===== config.mk =====
export PLATFORM = sky130hd
export DESIGN_NAME = game_sequencer
export DESIGN_NICKNAME = d
export VERILOG_FILES = /design/src/rtl/game_pkg.sv /design/src/rtl/bcd_counter4.sv /design/src/rtl/game_sequencer.sv
export SDC_FILE = /design/constraint.sdc
export NUM_CORES = 1
export LEC_CHECK = 0
export BUFFER_PORTS_ARGS = -buffer_cell sky130_fd_sc_hd__buf_2
export CAP_MARGIN = 40
export CORE_ASPECT_RATIO = 1.25
export CORE_UTILIZATION = 60
export DETAILED_ROUTE_END_ITERATION = 12
export PLACE_DENSITY_LB_ADDON = 0.2
export SYNTH_ARGS = -nofsm -noshare
export SYNTH_HDL_FRONTEND = slang
export SYNTH_HIERARCHICAL = 1
export SYNTH_SLANG_ARGS = --single-unit
export TNS_END_PERCENT = 30

===== constraint.sdc =====
create_clock -name clk_65M -period 7.7 [get_ports clk_65M]
set_input_delay 0.385 -clock clk_65M [delete_from_list [all_inputs] [get_ports clk_65M]]
set_output_delay 0.385 -clock clk_65M [all_outputs]
set_load 0.02 [all_outputs]

===== src/rtl/game_pkg.sv =====
// Shared definitions for the dino game sequencer: state encodings, score layout
// and the hit-blink period.
package game_pkg;

    localparam int BCD_W        = 4;
    localparam int SCORE_W      = 16;
    localparam int SCORE_DIGITS = SCORE_W / BCD_W;
    localparam int FLASH_PERIOD = 8;

    typedef enum logic [2:0] {
        ST_OFF   = 3'd0,
        ST_INTRO = 3'd1,
        ST_PLAY  = 3'd2,
        ST_PAUSE = 3'd3,
        ST_HIT   = 3'd4,
        ST_OVER  = 3'd5
    } state_t;

endpackage


===== src/rtl/bcd_counter4.sv =====
// Four-digit BCD up-counter with synchronous clear, saturating at 9999.
// count_next exposes the value the counter will take at the next edge.
module bcd_counter4
    import game_pkg::*;
(
    input  logic               clk,
    input  logic               clear,
    input  logic               inc,
    output logic [SCORE_W-1:0] count,
    output logic [SCORE_W-1:0] count_next,
    output logic               max
);

    localparam logic [SCORE_W-1:0] COUNT_MAX = 16'h9999;

    assign max = (count == COUNT_MAX);

    always_comb begin
        logic carry;
        // NOTE: defaults first so every path assigns every output; no latches.
        count_next = count;
        carry      = inc && !max;
        for (int i = 0; i < SCORE_DIGITS; i++) begin
            if (carry) begin
                if (count[i*BCD_W +: BCD_W] == 4'd9) begin
                    count_next[i*BCD_W +: BCD_W] = '0;
                end else begin
                    count_next[i*BCD_W +: BCD_W] = count[i*BCD_W +: BCD_W] + 4'd1;
                    carry = 1'b0;
                end
            end
        end
    end

    // NOTE: non-blocking assignments for all registered state.
    always_ff @(posedge clk) begin
        if (clear) begin
            count <= '0;
        end else begin
            count <= count_next;
        end
    end

endmodule


===== src/rtl/game_sequencer.sv =====
// Game-level sequencer for the VGA dino game: mode FSM, BCD score, best score,
// lives and the hit/over timers. Runs entirely on the pixel clock.
module game_sequencer
    import game_pkg::*;
#(
    parameter int LIVES      = 3,
    parameter int HIT_FRAMES = 60,
    parameter int OVER_SECS  = 3
) (
    input  logic        clk_65M,
    input  logic        clear,
    input  logic        game_on,
    input  logic        game_startd,
    input  logic        pause,
    input  logic        clk_1H,
    input  logic        frame_end,
    input  logic        collision,
    output logic [2:0]  mode,
    output logic        play_en,
    output logic        hit_flash,
    output logic [1:0]  lives,
    output logic [15:0] score_bcd,
    output logic [15:0] best_bcd,
    output logic        new_best
);

    localparam logic [1:0] LIVES_INIT = 2'(LIVES);
    localparam logic [7:0] HIT_LAST   = 8'(HIT_FRAMES - 1);
    localparam logic [3:0] OVER_LIMIT = 4'(OVER_SECS);
    localparam logic [7:0] FLASH_LEN  = 8'(FLASH_PERIOD);

    state_t             state;
    state_t             state_next;
    logic [2:0]         sec_sync;
    logic               start_prev;
    logic               start_rise;
    logic [7:0]         frame_cnt;
    logic [3:0]         sec_cnt;
    logic [SCORE_W-1:0] score_next;
    logic               score_max;
    logic               sec_rise;
    logic               score_inc;
    logic               play_hit;
    logic               hit_done;
    logic               frame_wrap;
    logic               enter_play;
    logic               enter_hit;
    logic               enter_over;
    logic               enter_intro;

    // clk_1H is foreign: bits 0 and 1 resynchronise it, bit 2 holds the prior level.
    always_ff @(posedge clk_65M) begin
        if (clear) begin
            sec_sync   <= '0;
            start_prev <= 1'b0;
            start_rise <= 1'b0;
        end else begin
            sec_sync   <= {sec_sync[1:0], clk_1H};
            start_prev <= game_startd;
            start_rise <= game_startd && !start_prev;
        end
    end

    assign sec_rise   = sec_sync[1] && !sec_sync[2];
    assign play_hit   = game_on && (state == ST_PLAY) && collision;
    assign hit_done   = frame_end && (frame_cnt == HIT_LAST);
    assign frame_wrap = ((frame_cnt + 8'd1) % FLASH_LEN) == 8'd0;

    always_comb begin
        state_next = state;
        case (state)
            ST_OFF:   if (game_on) state_next = ST_INTRO;
            ST_INTRO: if (start_rise) state_next = ST_PLAY;
            ST_PLAY: begin
                if (collision) begin
                    state_next = (lives <= 2'd1) ? ST_OVER : ST_HIT;
                end else if (pause) begin
                    state_next = ST_PAUSE;
                end
            end
            ST_PAUSE: if (!pause) state_next = ST_PLAY;
            ST_HIT:   if (hit_done) state_next = pause ? ST_PAUSE : ST_PLAY;
            ST_OVER:  if (start_rise && sec_cnt == OVER_LIMIT) state_next = ST_INTRO;
            default:  state_next = ST_OFF;
        endcase
        if (!game_on) begin
            state_next = ST_OFF;
        end
    end

    assign enter_play  = (state == ST_INTRO) && (state_next == ST_PLAY);
    assign enter_hit   = (state != ST_HIT)   && (state_next == ST_HIT);
    assign enter_over  = (state != ST_OVER)  && (state_next == ST_OVER);
    assign enter_intro = (state != ST_INTRO) && (state_next == ST_INTRO);
    assign score_inc   = game_on && (state == ST_PLAY) && sec_rise && !score_max;

    bcd_counter4 u_score (
        .clk        (clk_65M),
        .clear      (clear || enter_play),
        .inc        (score_inc),
        .count      (score_bcd),
        .count_next (score_next),
        .max        (score_max)
    );

    always_ff @(posedge clk_65M) begin
        if (clear) begin
            state <= ST_OFF;
        end else begin
            state <= state_next;
        end
    end

    assign mode = state;

    always_ff @(posedge clk_65M) begin
        if (clear) begin
            play_en   <= 1'b0;
            hit_flash <= 1'b0;
            frame_cnt <= '0;
            sec_cnt   <= '0;
            lives     <= '0;
            best_bcd  <= '0;
            new_best  <= 1'b0;
        end else begin
            play_en <= (state_next == ST_PLAY);

            if (state_next != ST_HIT) begin
                hit_flash <= 1'b0;
            end else if (enter_hit) begin
                hit_flash <= 1'b1;
            end else if (frame_end && frame_wrap) begin
                hit_flash <= !hit_flash;
            end

            // Held at zero outside HIT, so a frame_end on the entry cycle is not counted.
            if (state != ST_HIT) begin
                frame_cnt <= '0;
            end else if (frame_end) begin
                frame_cnt <= frame_cnt + 8'd1;
            end

            if (state != ST_OVER) begin
                sec_cnt <= '0;
            end else if (sec_rise && sec_cnt != OVER_LIMIT) begin
                sec_cnt <= sec_cnt + 4'd1;
            end

            if (enter_play) begin
                lives <= LIVES_INIT;
            end else if (play_hit && lives != 2'd0) begin
                lives <= lives - 2'd1;
            end

            // score_next already includes a tick landing on the fatal-collision cycle.
            if (enter_over && score_next > best_bcd) begin
                best_bcd <= score_next;
                new_best <= 1'b1;
            end else if (enter_intro || enter_play) begin
                new_best <= 1'b0;
            end
        end
    end

endmodule

==> results.toml, run 1 <==
[outcome]
status = "finished clean"

[pwr]
pwr_density_cell_nw_per_um2 = 153
leakagePower_nw = 1.53
vdd_ir_drop_max_uv = 131

[finish]
syn_to_final_growth_pct = 12.6
antenna_cells = 0
drive_above_1_share = 0.196
final_common_cell = "dfxtp_1"
nets = 443
mostFrequentLayoutCells = "dfxtp_1 (57), nand2_1 (47), buf_2 (47)"

[drt]
vias = 2786
post-route-drc-count = 0
drtPass1Iterations = 4
wirelength_mm = 7.03
drt_iter0_markers = 130
wire_per_inst_um = 14.6
via_per_inst = 5.80
ant_nets = 0

[clocking]
h-tree-depth = 3
cts_tree = "done"
insertion_delay_ns = 0.34
clock_sinks = 57
cts_root_buffer = "clkbuf_8"
cts_setup_buffers = 0
cts_buffer_depth = 2
cts_resized = 0
postCtsHoldBufs = 0
cts_buffers = 9
clk_pin_slew_ns = 0.06

[placement]
post-place-ws_ns = 3.03
dpl.hpwl_mm = 5.21
gp_congestion = 0.883
port_buffers = 47

[grt]
grt_remaining_overflow = 0
grt_use_total = 0.269
grt_max_degree = 25
grt_pass1_wl_mm = 11.6
antenna_found_initial = 0
grt_pass1_vias = 2621

[timing]
fin_worst_skew_ns = 0.00992
worst_slack_ns = 2.98
fmax_mhz = 212
hold_violations = 0
setup_violations = 0
tightest_slew_ns = 0.594
finalCritPeriodShare = 0.613
relSlewSlack = 0.601
rsz0062_at_grt = "false"
slew_violations = 0
setup_tns_ns = 0
fin_crit_ns = 4.72

[synth]
synth_seq_cells = 57
netlist_area_um2 = 3270
synth_ff_type = "dfxtp_1"
synth_area_leaders = "dfxtp_1 (35%), ha_1 (8.0%), mux2i_1 (5.8%), nand2_1 (5.4%), a21oi_1 (2.9%)"
yosysTopAreaCellShare = 0.349
synthCells = 367
synthArstFlopShare = 0
yosysWarningCount = 6
synth_area_leader_cell = "dfxtp_1"
ys_seq_area_frac = 0.349
synth_area_per_cell_um2 = 8.91
ys_types = 70
syn_nets = 396
synth_enable_flop_cells = 0

[floorplan]
io_pins = 48
num_rows = 29
dieArea_um2 = 5750
die_width_um = 68.0
die_h_um = 84.5
coreArea_um2 = 5150
start_util = 0.635

[worst_setup_path]
path_max_fanout = 10
r2r-end = "best_bcd[1]$_SDFFE_PP0P_"
end_kind = "register"
critical_path_required_ns = 7.96
regToRegSetupSlack_ns = 2.98
crit_type = "register to register"
cp_data_arrival_time_ns = 4.98
regToRegStartpoint = "u_score/count[9]$_SDFF_PP0_"
critPathLaunchType = "register"
rr_worst_depth = 15

[hold_path]
hold_path.class = "input port to register"
hold_depth = 2
holdPathEnd = "sec_sync[0]$_SDFF_PP0_"
hp-start = "clk_1H"

[run]
maxCapViolCount = 0
[through the flow]
stage	total power (W)	instances	instance area (um2)	util	hold WS [ns]
after detailed placement	0.000325	465	3510	0.681	0.386
after floorplan	0.000318	367	3270	-	0.367
final	0.000563	480	3680	0.714	0.252
after global routing	0.000583	480	3680	0.714	0.239
after global placement	0.000322	463	3470	0.673	0.374
after CTS	0.000569	480	3680	0.714	0.242
[logic make-up after synthesis]
kind of cell	synth area share
AOI/OAI and AO/OA	0.137
and+or+nand+nor	0.272
muxes	0.0651
adders and majority gates	0.0804
xor gates and xnor gates	0.0321
DFF	0.349
buffers and inverters	0.0639
[sequential cells by signal, indices dropped and copies added (netlist names), 2 cells and up]
name and cells:
lives 2, mode 3, best_bcd 16, sec_sync 3, u_score/count 16, frame_cnt 8
sec_cnt 4
[how the worst max path moves through the flow]
stage / to / startpoint / slack, ns / cells past startpoint
detailed placement: best_bcd[1]$_SDFFE_PP0P_ / u_score/count[14]$_SDFF_PP0_ / 3.03 / 15
global route: best_bcd[2]$_SDFFE_PP0P_ / u_score/count[14]$_SDFF_PP0_ / 2.70 / 15
finish: best_bcd[1]$_SDFFE_PP0P_ / u_score/count[9]$_SDFF_PP0_ / 2.98 / 15
global placement: best_bcd[7]$_SDFFE_PP0P_ / u_score/count[14]$_SDFF_PP0_ / 3.09 / 14
floorplan: best_bcd[0]$_SDFFE_PP0P_ / u_score/count[14]$_SDFF_PP0_ / 3.70 / 16
CTS: best_bcd[1]$_SDFFE_PP0P_ / u_score/count[14]$_SDFF_PP0_ / 3.03 / 15
[critical path, stage by stage, from the launching register on]
cell      delay [ns]
dfxtp_1         0.45
and4bb_1        0.27
nand4_1         0.15
nor2_1          0.08
nor4_1          0.55
and2_1          0.31
nand3_2         0.19
o41ai_1         0.44
nand3_1         0.16
ha_1            0.34
nand4_1         0.15
or2_2           0.33
a211oi_1        0.28
o311a_1         0.53
buf_8           0.23
mux2i_1         0.19
[layer usage]
layer	global-route usage	up-vias	wire length, um
li1	-	1402	-
met1	0.299	1294	3030
met2	0.439	75	3500
met3	0.0829	15	305
met4	0.153	0	193
met5	0	-	0
[cell type report]
type / count / area, um2
inverters: 25 / 93.8
well taps: 62 / 77.6
clock buffers: 10 / 138
multi-input cells: 272 / 1920
flip-flops and latches: 57 / 1140
fillers: 421 / 1470
repair buffers: 49 / 278
clock inverters: 5 / 32.5
[cell usage after synthesis, drive strengths merged, types with 3 or more instances]
cell,instances
o21ai,9
xor2,4
o41ai,4
and4,4
nand4,9
buf,8
nor3,4
ha,21
or3,4
dfxtp,57
mux2i,19
a211oi,3
nand2b,3
nand3,12
and3,3
o21a,3
nand2,47
nor3b,5
nor2,23
nor2b,12
a21o,3
a21oi,19
xnor2,8
clkbuf,3
and4bb,3
and2,9
a31oi,4
nand3b,3
o211ai,3
inv,24
[power by group]
part,leakage (nW),total (W),internal [W],switching [W]
combinational,0.990,0.0000196,0.00000728,0.0000123
sequential,0.460,0.000298,0.000297,0.00000192
clock,0.0802,0.000245,0.000122,0.000123
Note: power is estimated with default switching activity, not from simulation.
==> run 2: changes to the inputs <==
--- a/config.mk
+++ b/config.mk
@@ -8,7 +8,7 @@
 export BUFFER_PORTS_ARGS = -buffer_cell sky130_fd_sc_hd__buf_2
 export CAP_MARGIN = 40
 export CORE_ASPECT_RATIO = 1.25
-export CORE_UTILIZATION = 60
+export CORE_UTILIZATION = 57
 export DETAILED_ROUTE_END_ITERATION = 12
 export PLACE_DENSITY_LB_ADDON = 0.2
 export SYNTH_ARGS = -nofsm -noshare
==> constraint.sdc (replaced) <==
create_clock -name clk_65M -period 4.9 [get_ports clk_65M]
set_input_delay 0.245 -clock clk_65M [delete_from_list [all_inputs] [get_ports clk_65M]]
set_output_delay 0.245 -clock clk_65M [all_outputs]
set_load 0.02 [all_outputs]
==> run 2 against run 1 <==
  * Hold slack lost 0.14 ns
  * Clock skew down 0.00078 ns
  * Sequential power grew 57%
  * Fmax grew 5.1%
  * Clock-buffer cell count down 1
  * Final area increased by 1.4%
==> results.toml, run 2 (same netlist as run 1, synthesis figures left out) <==
[outcome]
status = "finished clean"

[timing]
fin_worst_skew_ns = 0.00914
slew_violations = 0
hold_violations = 0
fmax_mhz = 223
finalCritPeriodShare = 0.916
relSlewSlack = 0.605
fin_hold_ws_ns = 0.112
setup_violations = 0
setup_tns_ns = 0
tightest_slew_ns = 0.587
rsz0062_at_grt = "false"
fin_crit_ns = 4.49

[finish]
reg_top3 = "best_bcd: 16 flops, u_score/count: 16 flops, frame_cnt: 8 flops"
multi_input_area_um2 = 1920
final_common_cell = "dfxtp_1"
antenna_cells = 0
nets = 444
drive_above_1_share = 0.200
fillCellCount = 464
syn_to_final_growth_pct = 14.1
mostFrequentLayoutCells = "dfxtp_1 (57), nand2_1 (47), buf_2 (47)"
regArea_um2 = 1140

[clocking]
cts_setup_buffers = 0
postCtsHoldBufs = 0
cts_root_buffer = "clkbuf_8"
clk_pin_slew_ns = 0.07
h-tree-depth = 3
clock_sinks = 57
insertion_delay_ns = 0.34
cts_resized = 0
cts_buffer_depth = 2
cts_tree = "done"
cts_buffers = 9

[floorplan]
die_h_um = 86.7
die_width_um = 69.7
start_util = 0.597
num_rows = 30
dieArea_um2 = 6040
coreArea_um2 = 5480
io_pins = 48

[grt]
grt_max_degree = 23
antenna_found_initial = 0
grt_pass1_vias = 2674
grt_pass1_wl_mm = 12.0
grt_use_total = 0.250
grt_remaining_overflow = 0

[pwr]
internal-power_w = 0.000763
seqPwrFrac = 0.478
p_comb_frac = 0.031
p_clk_frac = 0.491
leakagePower_nw = 1.56
p_total_w = 0.000981
pwr_density_cell_nw_per_um2 = 263
netSwitchingPower_w = 0.000218
vdd_ir_drop_max_uv = 257
p_sw_frac = 0.222

[drt]
wire_per_inst_um = 14.7
ant_nets = 0
via_per_inst = 5.80
drtPass1Iterations = 4
vias = 2806
post-route-drc-count = 0
drt_iter0_markers = 174
wirelength_mm = 7.10

[worst_setup_path]
crit_type = "register to register"
cp_data_arrival_time_ns = 4.75
startpoint = "u_score/count[9]$_SDFF_PP0_"
r2r-end = "best_bcd[1]$_SDFFE_PP0P_"
critical_path_required_ns = 5.16
regToRegSetupSlack_ns = 0.41
crit_path_end = "best_bcd[1]$_SDFFE_PP0P_"
end_kind = "register"
cp_slowest_stage_delay_ns = 0.54
crit_path_frequent_cell = "nand4_1"
path_cells = "and4bb_1, nand4_1, nor2_1, nor4_1, and2_1, nand3_2, o41ai_1, nand3_1, ha_1, nand4_1, or2_2, a211oi_1, o311a_1, buf_4, mux2i_1"
rr_worst_depth = 15
path_max_fanout = 10
crit_slowest_cell = "nor4_1"
critPathLaunchType = "register"
regToRegStartpoint = "u_score/count[9]$_SDFF_PP0_"

[placement]
dpl.hpwl_mm = 5.23
port_buffers = 47
gp_congestion = 0.913

[hold_path]
hold_path.class = "input port to register"

[run]
maxCapViolCount = 0
-- run 2: cell count changes in the layout (fill, tap and decap cells not counted), sizes merged --
cell	change
buf	+1
bufinv	+2
clkbuf	-1
clkinv	+2
clkinvlp	-2
-- run 2: power groups by stage --
stage	clock (W)	combinational [W]	sequential (W)
after detailed placement	0	0.0000307	0.000479
after global placement	0	0.0000275	0.000479
after CTS	0.000491	0.0000308	0.000469
after global routing	0.000512	0.0000336	0.000469
after floorplan	0	0.0000214	0.000479
final	0.000481	0.0000308	0.000469
-- run 2: cell type report --
cell class | count | area share
inverter | 25 | 0.0252
multi-input combinational | 272 | 0.514
timing repair buffer | 50 | 0.0744
tap | 64 | 0.0215
clock inverter | 7 | 0.0255
sequential | 57 | 0.306
clock buffer | 9 | 0.0332
-- run 2: worst min-delay path by stage --
stage,end,cells after the start,from
2_1_floorplan,start_prev$_SDFF_PP0_,1,clear
3_3_place_gp,start_rise$_SDFF_PP0_,1,start_prev$_SDFF_PP0_
3_5_place_dp,start_rise$_SDFF_PP0_,1,start_prev$_SDFF_PP0_
4_1_cts,sec_sync[0]$_SDFF_PP0_,2,clk_1H
5_1_grt,sec_sync[0]$_SDFF_PP0_,2,clk_1H
6_report,sec_sync[0]$_SDFF_PP0_,2,clk_1H
-- run 2: routing by layer --
layer / GRT usage / share of wire
met1: 0.289 / 0.43
met5: 0 / 0
met4: 0.0964 / 0.026
met3: 0.0570 / 0.049
met2: 0.451 / 0.50
-- run 2: critical path: cells and delay by family, from the launching register on --
family                     cells  cell delay (ns)
and+or+nand+nor                9             2.24
AOI/OAI and AO/OA              3             0.96
DFF                            1             0.45
adders and majority gates      1             0.35
buffers and inverters          1             0.22
muxes                          1             0.21
-- run 2: per-stage QoR --
step            util  setup slack, ns  instance area, um2  instances
2_1_floorplan      -            0.896                3270        367
3_3_place_gp   0.636            0.844                3480        467
3_5_place_dp   0.641            0.508                3510        468
4_1_cts        0.681            0.497                3730        484
5_1_grt        0.681           0.0947                3730        484
6_report       0.681            0.410                3730        484
